$ cat src/rtl/fsb8_target.sv
// FSB8 bus target: decodes a 32-bit address from two ALE phases and hands hits
// to a local request/acknowledge port, returning read data and RDY# to the master.
module fsb8_target #(
  parameter logic [31:0] BASE_ADDR = 32'hC000_0000,
  parameter logic [31:0] ADDR_MASK = 32'hFFFF_0000
) (
  input  logic        clk,
  input  logic        rst_n,
  input  logic        ale_n,
  input  logic        cs_n,
  input  logic        cmd_n,
  input  logic        typ,
  input  logic        wr_n,
  input  logic [7:0]  aah8,
  input  logic [7:0]  ad_in,
  output logic [7:0]  ad_out,
  output logic        ad_oe,
  output logic        rdy_n,
  output logic        irq_n,
  output logic [31:0] loc_addr,
  output logic [7:0]  loc_wdata,
  output logic        loc_we,
  output logic        loc_req,
  input  logic        loc_ack,
  input  logic [7:0]  loc_rdata,
  input  logic        loc_irq
);

  typedef enum logic [2:0] {StIdle, StAdr1, StDec, StReq, StRdy, StTurn} state_e;

  state_e      state_q, state_d;
  logic [31:0] addr_q, addr_d;
  logic        loc_req_q, loc_req_d;
  logic        loc_we_q, loc_we_d;
  logic [7:0]  loc_wdata_q, loc_wdata_d;
  logic [7:0]  ad_out_q, ad_out_d;
  logic        ad_oe_q, ad_oe_d;
  logic        abort_q, abort_d;
  logic        irq_n_q;
  logic        hit;

  assign hit = ((addr_q & ADDR_MASK) == (BASE_ADDR & ADDR_MASK)) && cmd_n;

  always_comb begin
    state_d     = state_q;
    addr_d      = addr_q;
    loc_req_d   = loc_req_q;
    loc_we_d    = loc_we_q;
    loc_wdata_d = loc_wdata_q;
    ad_out_d    = ad_out_q;
    ad_oe_d     = ad_oe_q;
    abort_d     = abort_q;
    unique case (state_q)
      StIdle: begin
        if (!ale_n) begin
          addr_d[15:0] = {aah8, ad_in};
          state_d      = StAdr1;
        end
      end
      StAdr1: begin
        if (!ale_n) begin
          addr_d[31:16] = {aah8, ad_in};
          state_d       = StDec;
        end else begin
          state_d = StIdle;
        end
      end
      StDec: begin
        if (ale_n && !cs_n) begin
          if (hit) begin
            state_d     = StReq;
            loc_req_d   = 1'b1;
            loc_we_d    = ~wr_n;
            loc_wdata_d = ad_in;
            abort_d     = 1'b0;
          end else begin
            state_d = StTurn;
          end
        end else if (!ale_n && cs_n) begin
          // A fresh address phase restarts decoding.
          addr_d[15:0] = {aah8, ad_in};
          state_d      = StAdr1;
        end
      end
      StReq: begin
        if (cs_n) begin
          abort_d = 1'b1;
          ad_oe_d = 1'b0;
        end
        // The local side must always see its handshake complete, even if aborted.
        if (loc_ack) begin
          loc_req_d = 1'b0;
          if (abort_q || cs_n) begin
            state_d = StIdle;
          end else begin
            state_d = StRdy;
            if (!loc_we_q) begin
              ad_out_d = loc_rdata;
              ad_oe_d  = 1'b1;
            end
          end
        end
      end
      StRdy: begin
        if (typ && !cs_n) begin
          addr_d      = addr_q + 32'd1;
          state_d     = StReq;
          loc_req_d   = 1'b1;
          loc_we_d    = ~wr_n;
          loc_wdata_d = ad_in;
          abort_d     = 1'b0;
        end else begin
          state_d = StTurn;
          ad_oe_d = 1'b0;
        end
      end
      StTurn: begin
        ad_oe_d = 1'b0;
        if (cs_n) begin
          state_d = StIdle;
        end
      end
      default: begin
        state_d = StIdle;
      end
    endcase
  end

  always_ff @(posedge clk or negedge rst_n) begin
    if (!rst_n) begin
      state_q     <= StIdle;
      addr_q      <= 32'h0;
      loc_req_q   <= 1'b0;
      loc_we_q    <= 1'b0;
      loc_wdata_q <= 8'h00;
      ad_out_q    <= 8'h00;
      ad_oe_q     <= 1'b0;
      abort_q     <= 1'b0;
      irq_n_q     <= 1'b1;
    end else begin
      state_q     <= state_d;
      addr_q      <= addr_d;
      loc_req_q   <= loc_req_d;
      loc_we_q    <= loc_we_d;
      loc_wdata_q <= loc_wdata_d;
      ad_out_q    <= ad_out_d;
      ad_oe_q     <= ad_oe_d;
      abort_q     <= abort_d;
      irq_n_q     <= ~loc_irq;
    end
  end

  // RDY# decoded from state so reset forces it high without delay.
  assign rdy_n     = (state_q != StRdy);
  assign ad_out    = ad_out_q;
  assign ad_oe     = ad_oe_q;
  assign irq_n     = irq_n_q;
  assign loc_addr  = addr_q;
  assign loc_wdata = loc_wdata_q;
  assign loc_we    = loc_we_q;
  assign loc_req   = loc_req_q;

endmodule

$ cat config.mk
export PLATFORM = sky130hd
export DESIGN_NAME = fsb8_target
export DESIGN_NICKNAME = d
export VERILOG_FILES = /design/src/rtl/fsb8_target.sv
export SDC_FILE = /design/constraint.sdc
export NUM_CORES = 1
export LEC_CHECK = 0
export ABC_CLOCK_PERIOD_IN_PS = 3600
export BUFFER_PORTS_ARGS = -buffer_cell sky130_fd_sc_hd__buf_2
export CORE_MARGIN = 8
export CORE_UTILIZATION = 46
export CTS_BUF_LIST = sky130_fd_sc_hd__clkbuf_8 sky130_fd_sc_hd__clkbuf_16
export DETAILED_ROUTE_END_ITERATION = 7
export PLACE_DENSITY = 0.73
export SETUP_SLACK_MARGIN = 0.2
export SYNTH_ARGS = -nofsm -noshare
export SYNTH_HDL_FRONTEND = slang
export SYNTH_SLANG_ARGS = --single-unit
$ cat constraint.sdc
create_clock -name clk -period 3.6 [get_ports clk]
set_input_delay 0.36 -clock clk [delete_from_list [all_inputs] [get_ports clk]]
set_output_delay 0.36 -clock clk [all_outputs]
set_load 0.005 [all_outputs]
; ---- Word level (Yosys, flattened, before mapping)
; Index checks and enable logic that the tools add are counted.
[word_totals]
reg_bits = 56
inputBits = 33
output_inout_bits = 53
elab_cells = 95
[classes]
addsub = 1
n_eq_ne = 19
muxes = 40
n_bitwise = 4
reduce_logical = 21
[ops]
columns = cell, n
row1 = $mux W16, 3
row2 = $pmux W16 S3, 1
row3 = $add A32 B1 Y32 const B, 1
row4 = $mux W32, 1
row5 = $pmux W16 S2, 1
row6 = $mux W3, 8
row7 = $mux W8, 3
row8 = $ne A2 B2 Y1 const B, 11
row9 = $pmux W3 S6, 1
row10 = $eq A16 B16 Y1 const B, 1
row11 = $mux W1, 16
row12 = $pmux W8 S2, 1
row13 = $reduce_and A5 Y1, 3
row14 = $reduce_and A4 Y1, 3
row15 = $pmux W1 S3, 3
row16 = $reduce_bool A3 Y1, 3
row17 = $eq A3 B2 Y1 const B, 2
row18 = $eq A3 B3 Y1 const B, 2
row19 = $ne A3 B3 Y1 const B, 2
row20 = $logic_and A1 B1 Y1, 4
row21 = $not A1 Y1, 4
row22 = $reduce_bool A2 Y1, 2
row23 = $eq A3 B1 Y1 const B, 1
row24 = $logic_not A3 Y1, 1
row25 = other kinds (6), 7

; ---- Depth between registers and ports, before layout
; Gate-level depths: netlist of run 1.
[depth]
ltp_word = 5
depth_mapped = 7

; ---- Least setup slack after synthesis of run 1
; Ideal clock, no wire load.
[synth_path]
path_kind = register -> register
startpoint = register addr_q[0], in the netlist loc_addr[0]
endpoint = register addr_q[12], in the netlist loc_addr[12]
setup_time_ps = 121
t_arrival_ps = 1687
t_required_ps = 3479
setup_slack_ps = 1792
stages_incl_launch_ff = 7
n_path_buf = 0
synth_period_minus_slack_ps = 1808
cell_sequence = dfrtp_1 > ha_1 > nand3_1 > or4_1 > nor2_1 > a21oi_1 > o22a_1
[synth_between]
elab_chain_len = 3
[synth_rtl]
columns = element, line
row1 = from (decl), 32  ; logic [31:0] addr_q, addr_d;
row2 = from (signal assigned), 142  ; addr_q <= addr_d;
row3 = $add A32 B1 Y32, 106  ; addr_d = addr_q + 32'd1;
row4 = $mux W32, 105  ; if (typ && !cs_n) begin
row5 = $pmux W16 S3, 53  ; unique case (state_q)
; Every way passes these cells. The select of a mux whose other input is x is not followed.
; A chain may end at the register's enable or synchronous reset.

; ---- Worst setup path after layout of run 1
[layout_path]
startpoint = register state_q[1]
endpoint = register addr_q[7], in the netlist loc_addr[7]
[layout_between]
elab_chain_len = 3
word_cells_on_any_way = 10
classes_between = eq/ne: 6 / mux: 1 / reduce/logical: 3
[layout_rtl]
columns = element, line
row1 = from (decl), 31  ; state_e state_q, state_d;
row2 = from (signal assigned), 131  ; state_q <= StIdle;
row3 = from (signal assigned), 141  ; state_q <= state_d;
row4 = $eq A3 B2 Y1 (tied with other cells), 53
row5 = $ne A2 B2 Y1 (no line) or $reduce_bool A3 Y1 (tied branches), --
row6 = $reduce_and A5 Y1 (no line), --
; Parallel ways exist; a longest one is shown, timed or not.

==> results of run 1 <==
## final timing paths
| check | cells after the start | to |
|---|---|---|
| hold / removal | 1 | ad_out[0] |
| min in group clk | 2 | irq_n |
| setup / recovery | 5 | loc_addr[7] |
| max in group asynchronous | 2 | loc_addr[27] |
| hold reg to reg | 2 | loc_req |
| setup reg to reg | 5 | loc_addr[7] |
## critical path, cell delays in order (launching register included)
cell      delay (ns)
dfrtp_1         0.47
nor2b_1         0.48
nand3b_1        0.23
a31oi_2         0.70
o21ai_0         0.21
a22o_1          0.27
## state kept, by name, indices dropped and copies added (netlist names)
name	flops
abort_q	1
loc_we	1
ad_out	8
irq_n	1
loc_req	1
state_q	3
ad_oe	1
loc_wdata	8
loc_addr	32
## cell type report
| cell class | instances | area [µm²] | share of cell area, % |
|---|---|---|---|
| clock buffers | 5 | 68.8 | 1.78 |
| clock inverters | 3 | 17.5 | 0.452 |
| inverters | 9 | 33.8 | 0.872 |
| flip-flops and latches | 56 | 1400 | 36.2 |
| multi-input cells | 274 | 1780 | 45.9 |
| repair buffers | 88 | 448 | 11.6 |
| well taps | 99 | 124 | 3.20 |
## cells in the mapped netlist (3+ instances only)
cell type,instances,share of area [%]
ha_1,3,1.1
dfrtp_1,55,42
inv_1,8,0.91
nand4_1,7,1.3
mux2_2,8,2.7
buf_2,5,0.76
a311oi_1,3,0.80
o21ai_0,24,3.6
and4_1,4,1.1
nor2_1,25,2.8
a2bb2oi_1,5,1.3
a211oi_1,4,0.91
nand3_1,17,2.6
mux2_4,8,3.6
mux2i_1,3,0.91
or3_1,5,0.95
a31oi_1,9,1.7
a21oi_1,28,4.2
o22ai_1,5,0.95
and3_1,7,1.3
nor4_1,10,1.9
o21a_1,4,0.91
nor4b_1,3,0.80
nor2b_1,5,0.95
nand2_1,28,3.2
clkbuf_1,11,1.2
o22a_1,7,1.9
nor3_1,16,2.4
o32ai_1,3,0.80
nand2b_1,3,0.57
## cell families after synthesis
logic type	after synthesis	synth area share [%]
compound gates	107	21.1
fa+ha+maj	3	1.14
buf+inv	28	3.82
flops	56	42.4
mux	19	7.27
simple gates	145	24.2
## metrics by stage
step           power [W]  area [µm²]  worst slack (ns)  utilization, %
2_1_floorplan    0.00195        3300              1.79               -
3_3_place_gp     0.00241        3790              1.31            53.3
3_5_place_dp     0.00244        3790              1.18            53.3
4_1_cts          0.00280        3870              1.15            54.6
5_1_grt          0.00302        3870             0.823            54.6
6_report         0.00279        3870              1.15            54.6
## power groups by stage
stage	sequential [W]	combinational [W]	clock (W)
6_report	0.00125	0.00120	0.000350
3_5_place_dp	0.00125	0.00120	0
2_1_floorplan	0.00118	0.000768	0
4_1_cts	0.00124	0.00120	0.000363
3_3_place_gp	0.00124	0.00117	0
5_1_grt	0.00130	0.00133	0.000384
## metal layers
metal / vias up / part of all wire (%) / GRT usage [%]
met3: 18 / 8.0 / 4.42
met4: 0 / 2.5 / 7.79
met2: 153 / 45 / 29.9
met1: 1502 / 44 / 25.5
li1: 1514 / - / -
met5: - / 0 / 0
==> summary.txt, run 1 <==
Run status
  – Status: complete, no violations

Timing
  – Worst-Margin Slew: 1.04 ns
  – Max Fclk: 408 MHz
  – Max-slew headroom: 30.8%
  – Worst Clk Skew: 0.0114 ns
  – Min Tclk post-route: 2.45 ns
  – WHS: 0.115 ns
  – Final Hold Viols: 0
  – Setup_tns: 0 ns
  – Final setup viols: 0
  – Pins Over Slew Limit: 0
  – Final worst path period share: 68.0%
  – Unrepaired setup endpoints after global routing: false

Min path
  – Worst min-delay path class: input port to asynchronous set/reset pin

Synth
  – Post-synth EDFFs: 0
  – Synth unique cells: 57
  – Mapped Cells: 358
  – Most used DFF post-synth: dfrtp_1
  – Synth warnings: 0
  – Synthesized area per cell: 9.23 µm²
  – Post-synthesis sequential area ratio: 42.4%
  – Seq cells post-synth: 56
  – FFs w/ async S/R, synth: 100%
  – Post-Synthesis Cell Area: 3300 µm²
  – Syn_nets: 394

Cells and area
  – Commonest non-fill, non-tap cell in the layout: buf_2
  – Layout cells sized above 1: 28.7%
  – Antenna Cells: 0
  – Fin cells: 534
  – Fillers: 646
  – Area Overhead vs Synth: 17.2%
  – Most frequent cells in the layout: 85 x buf_2, 55 x dfrtp_1, 28 x a21oi_1, 28 x nand2_1
  – Fin nets: 470

GRT
  – First-pass GRT wire length: 15700 µm
  – Initial antenna violation count: 0
  – Vias in the first global route: 3084
  – Grt ovf: 0
  – GRT Overall Usage: 19.4%
  – Largest net degree at the start of global routing: 37

Setup path
  – Worst reg-to-reg setup slack: 1.15 ns
  – Critical path required time: 3.82 ns
  – Setup CP Type: flip-flop to flip-flop
  – Worst flop-to-flop path startpoint: state_q[1]
  – WP data arrival: 2.66 ns
  – Crit start category: flip-flop
  – CP Capture Type: flip-flop
  – Crit-path max FO: 19
  – Worst setup path start: state_q[1]

Floorplan
  – Ports: 86
  – Starting density of the core: 46.6%
  – Die X: 101 µm
  – Core area: 7100 µm²
  – Rows: 31
  – Die area: 10200 µm²
  – Die height: 101 µm

Power and ir drop
  – Sequential fraction of design power: 44.7%
  – Switching Share: 43.8%
  – Psw: 0.00122 W
  – Pwr dens: 721 nW/µm²
  – Max IR drop VDD: 0.000352 V
  – Cell internal pwr: 0.00157 W
  – Combinational power share: 42.8%
  – Clock Power Share: 12.5%
  – Leakage: 1.75 nW

Clock tree
  – CTS Buffer Depth: 2
  – Worst-Skew Late Latency: 0.32 ns
  – TritonCTS clock tree: done
  – Reg clk slew, reported paths: 0.11 ns
  – Sink Count: 56
  – Setup bufs post-CTS: 0
  – Post-CTS Resized: 0
  – CTS H-tree lvls: 2
  – # hold bufs at CTS: 0
  – Clock Tree Root: clkbuf_8
  – Cts bufs inserted: 5

Placement
  – Hpwl dp: 7150 µm
  – Routability cong.: 0.935
  – Port Buf Inserts: 85
  – Placed cells: 526

Detailed routing
  – DR vias: 3187
  – Wire length per cell: 18.2 µm
  – Initial DRC Count: 294
  – DRC: 0
  – DR vias/cell: 5.97
  – DRT antenna net count: 0
  – WL final: 9720 µm
  – Drt first pass iters: 5

Run
  – Max-cap violations: 0
Note: power is estimated with default switching activity, not from simulation.
==> run 2, diff against run 1 <==
- ABC_AREA: not set -> 1
- ABC_CLOCK_PERIOD_IN_PS: 3600 -> 2350
- PLACE_DENSITY: 0.73 -> 0.72
- clock period: 3.6 -> 2.35 ns (I/O delays scaled with it)
==> run 2 against run 1 <==
Compared with the run above:
- synthesized cell count rose by 59%
- hold slack worse by 0.10 ns
- register-to-register slack got worse by 0.73 ns
- wire length increased by 13%
- core utilization rose by 1.3 points
- clock power is 63% higher
- count of clock-buffer cells in the layout is 1 higher
- die area grew 9.1%
==> summary.txt, run 2 <==
Placement
  – Routability cong.: 0.944 (was 0.935)
  – Port Buf Inserts: 85 (unchanged)
  – Dpl ws: 0.455 ns (was 1.18 ns)
  – Hpwl dp: 8690 µm (was 7150 µm)

Synth
  – Synth area leader: dfrtp_1 (unchanged)
  – Post-synthesis sequential area ratio: 38.3% (was 42.4%)
  – Synth unique cells: 30 (was 57)
  – Synth cell count leaders: 204 x nand2_1, 87 x nor2_1, 67 x inv_1 (was 55 x dfrtp_1, 28 x a21oi_1, 28 x nand2_1)
  – FFs w/ async S/R, synth: 100% (unchanged)
  – Most used DFF post-synth: dfrtp_1 (unchanged)
  – Synth warnings: 0 (unchanged)
  – Most common cell in the netlist: nand2_1 (was dfrtp_1)
  – Mapped Cells: 570 (was 358)
  – Post-synth EDFFs: 0 (unchanged)
  – Synth top area cells: dfrtp_1 38%, nand2_1 21%, nor2_1 8.9%, inv_1 6.9%, nand3_1 4.8% (was dfrtp_1 42%, a21oi_1 4.2%, o21ai_0 3.6%, mux2_4 3.6%, nand2_1 3.2%)
  – Seq cells post-synth: 56 (unchanged)
  – Syn_nets: 606 (was 394)
  – Top cell type's share of synthesized area: 37.6% (was 41.7%)
  – Synthesized area per cell: 6.43 µm² (was 9.23 µm²)
  – Post-Synthesis Cell Area: 3660 µm² (was 3300 µm²)

Detailed routing
  – Wire length per cell: 14.5 µm (was 18.2 µm)
  – Initial DRC Count: 254 (was 294)
  – DR vias/cell: 5.15 (was 5.97)
  – Drt first pass iters: 5 (unchanged)
  – WL final: 11000 µm (was 9720 µm)
  – DR vias: 3909 (was 3187)
  – DRC: 0 (unchanged)
  – DRT antenna net count: 0 (unchanged)

GRT
  – GRT Overall Usage: 19.7% (was 19.4%)
  – Initial antenna violation count: 0 (unchanged)
  – Grt ovf: 0 (unchanged)
  – Largest net degree at the start of global routing: 34 (was 37)
  – First-pass GRT wire length: 18200 µm (was 15700 µm)
  – Vias in the first global route: 3809 (was 3084)

Setup path
  – Worst reg-to-reg setup slack: 0.42 ns (was 1.15 ns)
  – WP data arrival: 1.77 ns (was 2.66 ns)
  – Setup CP Type: flip-flop to output pin (was flip-flop to flip-flop)
  – Cells along the critical path: inv_1, nand2_1, nor2_4, inv_2, buf_4, buf_2 (was nor2b_1, nand3b_1, a31oi_2, o21ai_0, a22o_1)
  – Critical path required time: 2.12 ns (was 3.82 ns)
  – CP Capture Type: output pin (was flip-flop)
  – Worst path max stage delay: 0.48 ns (was 0.70 ns)
  – Crit-path max FO: 24 (was 19)
  – Crit start category: flip-flop (unchanged)
  – CP max stage cell: dfrtp_1 (was a31oi_2)

Run
  – Max-cap violations: 0 (unchanged)

Power and ir drop
  – Pwr dens: 1210 nW/µm² (was 721 nW/µm²)
  – Clock Power Share: 10.9% (was 12.5%)
  – Leakage: 2.28 nW (was 1.75 nW)
  – Max IR drop VDD: 0.000463 V (was 0.000352 V)
  – Switching Share: 48.6% (was 43.8%)
  – Psw: 0.00253 W (was 0.00122 W)
  – Sequential fraction of design power: 37.5% (was 44.7%)
  – Combinational power share: 51.6% (was 42.8%)
  – Cell internal pwr: 0.00268 W (was 0.00157 W)

Min path
  – Worst min-delay path class: input port to flip-flop (was input port to asynchronous set/reset pin)

Timing
  – Worst-Margin Slew: 0.666 ns (was 1.04 ns)
  – Worst Clk Skew: 0.00770 ns (was 0.0114 ns)
  – Setup_tns: 0 ns (unchanged)
  – Max-slew headroom: 55.6% (was 30.8%)
  – Min Tclk post-route: 2.01 ns
  – Final Hold Viols: 0 (unchanged)
  – Pins Over Slew Limit: 0 (unchanged)
  – Setup WS post-layout: 0.343 ns (was 1.15 ns)
  – Max Fclk: 498 MHz
  – Final setup viols: 0 (unchanged)
  – Unrepaired setup endpoints after global routing: false (unchanged)
  – Final worst path period share: 85.4%

Cells and area
  – Layout cells sized above 1: 18.3% (was 28.7%)
  – Most frequent cells in the layout: 204 x nand2_1, 87 x nor2_1, 85 x buf_2 (was 85 x buf_2, 55 x dfrtp_1, 28 x a21oi_1, 28 x nand2_1)
  – Reg area: 1400 µm² (unchanged)
  – Fin nets: 692 (was 470)
  – Commonest non-fill, non-tap cell in the layout: nand2_1 (was buf_2)
  – Max reg flops: 32 (unchanged)
  – Fillers: 789 (was 646)
  – Area Overhead vs Synth: 17.7% (was 17.2%)
  – Antenna Cells: 0 (unchanged)
  – Area of the multi-input gates: 1930 µm² (was 1780 µm²)

Clock tree
  – CTS H-tree lvls: 2 (unchanged)
  – Reg clk slew, reported paths: 0.10 ns (was 0.11 ns)
  – Sink Count: 56 (unchanged)
  – CTS Buffer Depth: 2 (unchanged)
  – Setup bufs post-CTS: 0 (unchanged)
  – Worst-Skew Late Latency: 0.32 ns (about the same)
  – Cts bufs inserted: 5 (unchanged)
  – Clock Tree Root: clkbuf_8 (unchanged)
  – TritonCTS clock tree: done (unchanged)

Floorplan
  – Rows: 32 (was 31)
  – Ports: 86 (unchanged)
  – Die height: 105 µm (was 101 µm)
  – Die area: 11100 µm² (was 10200 µm²)
  – Die X: 105 µm (was 101 µm)
  – Core area: 7730 µm² (was 7100 µm²)
  – Starting density of the core: 47.4% (was 46.6%)

Run status
  – Status: complete, no violations (unchanged)
run 2: what timing repair did:
item,4_1_cts,5_1_grt
resized for setup,0,0
hold buffers,1,0
hold endpoints to repair,23,0
run 2: final cells by class:
cell class | count | area share, %
clock inverter | 2 | 0.261
inverter | 71 | 6.18
clock buffer | 6 | 1.91
sequential | 56 | 32.5
tap | 102 | 2.96
timing repair buffer | 92 | 11.4
multi-input combinational | 430 | 44.7
run 2: routing by layer:
layer	part of all wire (%)	GRT usage (%)
met4	1.4	4.69
met2	48	34.8
met3	6.4	3.90
met5	0	0
met1	44	23.9
run 2: cells by family (layout without fill, tap and decap cells):
kind of cell / after synthesis / after routing / synth area share (%)
buffers and inverters: 84 / 171 / 9.05
adders and majority gates: 3 / 3 / 1.02
xor gates and xnor gates: 5 / 5 / 1.20
DFF: 56 / 56 / 38.3
and+or+nand+nor: 349 / 349 / 39.0
AOI/OAI and AO/OA: 73 / 73 / 11.4
run 2: power groups by stage:
stage / registers [W] / logic (W) / clock network (W)
floorplan: 0.00189 / 0.00173 / 0
global placement: 0.00195 / 0.00264 / 0
detailed placement: 0.00197 / 0.00269 / 0
CTS: 0.00195 / 0.00271 / 0.000584
global route: 0.00204 / 0.00308 / 0.000609
finish: 0.00195 / 0.00269 / 0.000569
run 2: worst max-delay path, delay by kind of cell (launching register included):
kind          cells  cell delay [ns]
buf+inv           4             0.81
flops             1             0.48
simple gates      2             0.17
run 2: worst paths after layout:
path                              startpoint      endpoint  cells past startpoint
max in group asynchronous              rst_n         irq_n                      3
min in group asynchronous              rst_n  loc_addr[11]                      2
worst min-delay path                 loc_irq         irq_n                      2
worst max-delay path              state_q[0]         rdy_n                      6
worst min register to register  loc_wdata[4]  loc_wdata[4]                      2
worst max register to register  loc_addr[25]  loc_wdata[3]                      8
run 2: through the flow:
step	power (W)	hold slack [ns]	instances	cell area (µm²)	utilization, %
6_report	0.00521	0.0121	759	4310	55.8
5_1_grt	0.00573	0.00487	759	4310	55.8
4_1_cts	0.00524	0.00414	759	4310	55.8
3_5_place_dp	0.00466	0.276	750	4210	54.5
3_3_place_gp	0.00458	0.286	750	4210	54.5
2_1_floorplan	0.00362	-0.0606	570	3660	-
==> run 3, diff against run 2 <==
- CTS_BUF_LIST: sky130_fd_sc_hd__clkbuf_8 sky130_fd_sc_hd__clkbuf_16 -> not set
- GPL_TIMING_DRIVEN: not set -> 0
- TNS_END_PERCENT: not set -> 30
==> run 3 against run 2 <==
Compared with the run above:
- die area is the same
- power increased by 1.2%
- hold slack got worse by 0.075 ns
- global-route usage about the same
- worst setup slack improved by 0.032 ns
- the flow now finishes with violations (hold timing)
- cell area rose by 0.38%
- count of clock-buffer cells in the layout unchanged
- fmax grew 1.6%
- clock skew is 0.0073 ns higher
- sequential power about the same
- critical path depth increased by 2
- sequential share of layout area down 0.12 points
==> summary.txt, run 3 (synthesized netlist as in run 2, its figures left out) <==
Run status
  – Status: finished, violations left (was complete, no violations)
  – Failing checks: hold timing

Detailed routing
  – Drt first pass iters: 5 (unchanged)
  – DR vias/cell: 5.02 (was 5.15)
  – DR vias: 3841 (was 3909)
  – Initial DRC Count: 234 (was 254)
  – Wire length per cell: 14.1 µm (was 14.5 µm)
  – DRC: 0 (unchanged)
  – DRT antenna net count: 0 (unchanged)
  – WL final: 10700 µm (was 11000 µm)

Setup path
  – Worst flop-to-flop path startpoint: loc_addr[26] (was loc_addr[25])
  – Crit-path max FO: 10 (was 24)
  – Worst flop-to-flop path endpoint: loc_wdata[6] (was loc_wdata[3])
  – CP Capture Type: flip-flop (was output pin)
  – Critical path required time: 2.56 ns (was 2.12 ns)
  – Setup CP Type: flip-flop to flip-flop (was flip-flop to output pin)
  – Crit start category: flip-flop (unchanged)
  – FF-to-FF path depth: 8 (unchanged)
  – Worst reg-to-reg setup slack: 0.38 ns (was 0.42 ns)
  – WP data arrival: 2.18 ns (was 1.77 ns)

Floorplan
  – Die area: 11100 µm² (unchanged)
  – Die height: 105 µm (unchanged)
  – Rows: 32 (unchanged)
  – Ports: 86 (unchanged)
  – Starting density of the core: 47.4% (unchanged)
  – Die X: 105 µm (unchanged)
  – Core area: 7730 µm² (unchanged)

Min path
  – Worst min-delay path class: input port to asynchronous set/reset pin (was input port to flip-flop)

Timing
  – Worst Clk Skew: 0.0150 ns (was 0.00770 ns)
  – Max Fclk: 506 MHz (was 498 MHz)
  – Worst-Margin Slew: 0.731 ns (was 0.666 ns)
  – Unrepaired setup endpoints after global routing: true (was false)
  – Final Hold Viols: 40 (was 0)
  – Final setup viols: 0 (unchanged)
  – Min Tclk post-route: 1.97 ns (was 2.01 ns)
  – Max-slew headroom: 51.3% (was 55.6%)
  – Setup WS post-layout: 0.375 ns (was 0.343 ns)
  – Final worst path period share: 84.0% (was 85.4%)
  – Pins Over Slew Limit: 0 (unchanged)
  – WHS: -0.0624 ns (was 0.0121 ns)
  – Setup_tns: 0 ns (unchanged)

Power and ir drop
  – Pwr dens: 1220 nW/µm² (was 1210 nW/µm²)
  – Leakage: 2.30 nW (was 2.28 nW)
  – Max IR drop VDD: 0.000481 V (was 0.000463 V)

GRT
  – GRT Overall Usage: 19.6% (was 19.7%)
  – Largest net degree at the start of global routing: 57 (was 34)
  – First-pass GRT wire length: 18300 µm (was 18200 µm)
  – Grt ovf: 0 (unchanged)
  – Vias in the first global route: 3780 (was 3809)
  – Initial antenna violation count: 0 (unchanged)

Clock tree
  – Worst-Skew Late Latency: 0.32 ns (about the same)
  – CTS Buffer Depth: 2 (unchanged)
  – # hold bufs at CTS: 0 (was 1)
  – Sink Count: 56 (unchanged)
  – Clock Tree Root: clkbuf_8 (unchanged)
  – Cts bufs inserted: 5 (unchanged)
  – CTS H-tree lvls: 2 (unchanged)
  – Setup bufs post-CTS: 0 (unchanged)
  – Post-CTS Resized: 0 (unchanged)
  – Reg clk slew, reported paths: 0.11 ns (was 0.10 ns)
  – TritonCTS clock tree: done (unchanged)

Placement
  – Hpwl dp: 8490 µm (was 8690 µm)
  – Routability cong.: 0.941 (was 0.944)
  – Port Buf Inserts: 85 (unchanged)
  – Placed cells: 757 (was 750)
  – Dpl ws: 0.358 ns (was 0.455 ns)

Cells and area
  – Antenna Cells: 0 (unchanged)
  – Reg area: 1400 µm² (unchanged)
  – Fin nets: 698 (was 692)
  – Commonest non-fill, non-tap cell in the layout: nand2_1 (unchanged)
  – Most frequent cells in the layout: 204 x nand2_1, 91 x buf_2, 87 x nor2_1 (was 204 x nand2_1, 87 x nor2_1, 85 x buf_2)
  – Max reg flops: 32 (unchanged)
  – Area of the multi-input gates: 1930 µm² (unchanged)
  – Area Overhead vs Synth: 18.2% (was 17.7%)
  – Fin cells: 765 (was 759)
  – Fillers: 803 (was 789)
  – Layout cells sized above 1: 18.7% (was 18.3%)

Run
  – Max-cap violations: 0 (unchanged)
[run 3: worst max-delay path, cell delays in order (launching register included)]
cell and delay (ns):
dfrtp_1 0.47, nor2_1 0.14, nand3_1 0.10, nor2_1 0.18
nand2_1 0.15, a21boi_2 0.42, nand2_2 0.24, nand2_1 0.11
nand2_1 0.06
[run 3: power breakdown]
| group | internal (W) | switching [W] | total (W) |
|---|---|---|---|
| combinational | 0.00102 | 0.00166 | 0.00268 |
| sequential | 0.00142 | 0.000531 | 0.00195 |
| clock | 0.000317 | 0.000332 | 0.000650 |
[run 3: final cells by class]
class	instances	area share (%)
flip-flops and latches	56	32.4
plain buffers	13	1.56
multi-input cells	430	44.6
inverters	71	6.16
repair buffers	85	9.88
clock inverters	2	0.809
well taps	102	2.95
clock buffers	6	1.68
[run 3: how the worst max path moves through the flow]
stage / start / to / depth (start not counted)
6_report: loc_addr[26] / loc_wdata[6] / 8
5_1_grt: loc_addr[26] / loc_wdata[6] / 8
4_1_cts: state_q[0] / rdy_n / 6
3_5_place_dp: state_q[0] / loc_addr[28] / 8
3_3_place_gp: state_q[0] / loc_addr[28] / 8
2_1_floorplan: state_q[2] / ad_out[6] / 9
[run 3: layer usage]
| layer | up-vias | share of wire, % | GRT usage [%] |
|---|---|---|---|
| met3 | 16 | 5.8 | 4.75 |
| li1 | 1969 | - | - |
| met5 | - | 0 | 0 |
| met1 | 1765 | 45 | 24.5 |
| met4 | 0 | 2.5 | 6.01 |
| met2 | 91 | 47 | 32.8 |
[run 3: through the flow]
step	area [µm²]	utilization (%)	total power, W	hold slack, ns
finish	4330	56.0	0.00527	-0.0624
global route	4330	56.0	0.00580	0.0119
CTS	4320	56.0	0.00530	0.0112
detailed placement	4220	54.6	0.00464	0.347
global placement	4220	54.6	0.00458	0.345
floorplan	3660	-	0.00362	-0.0606
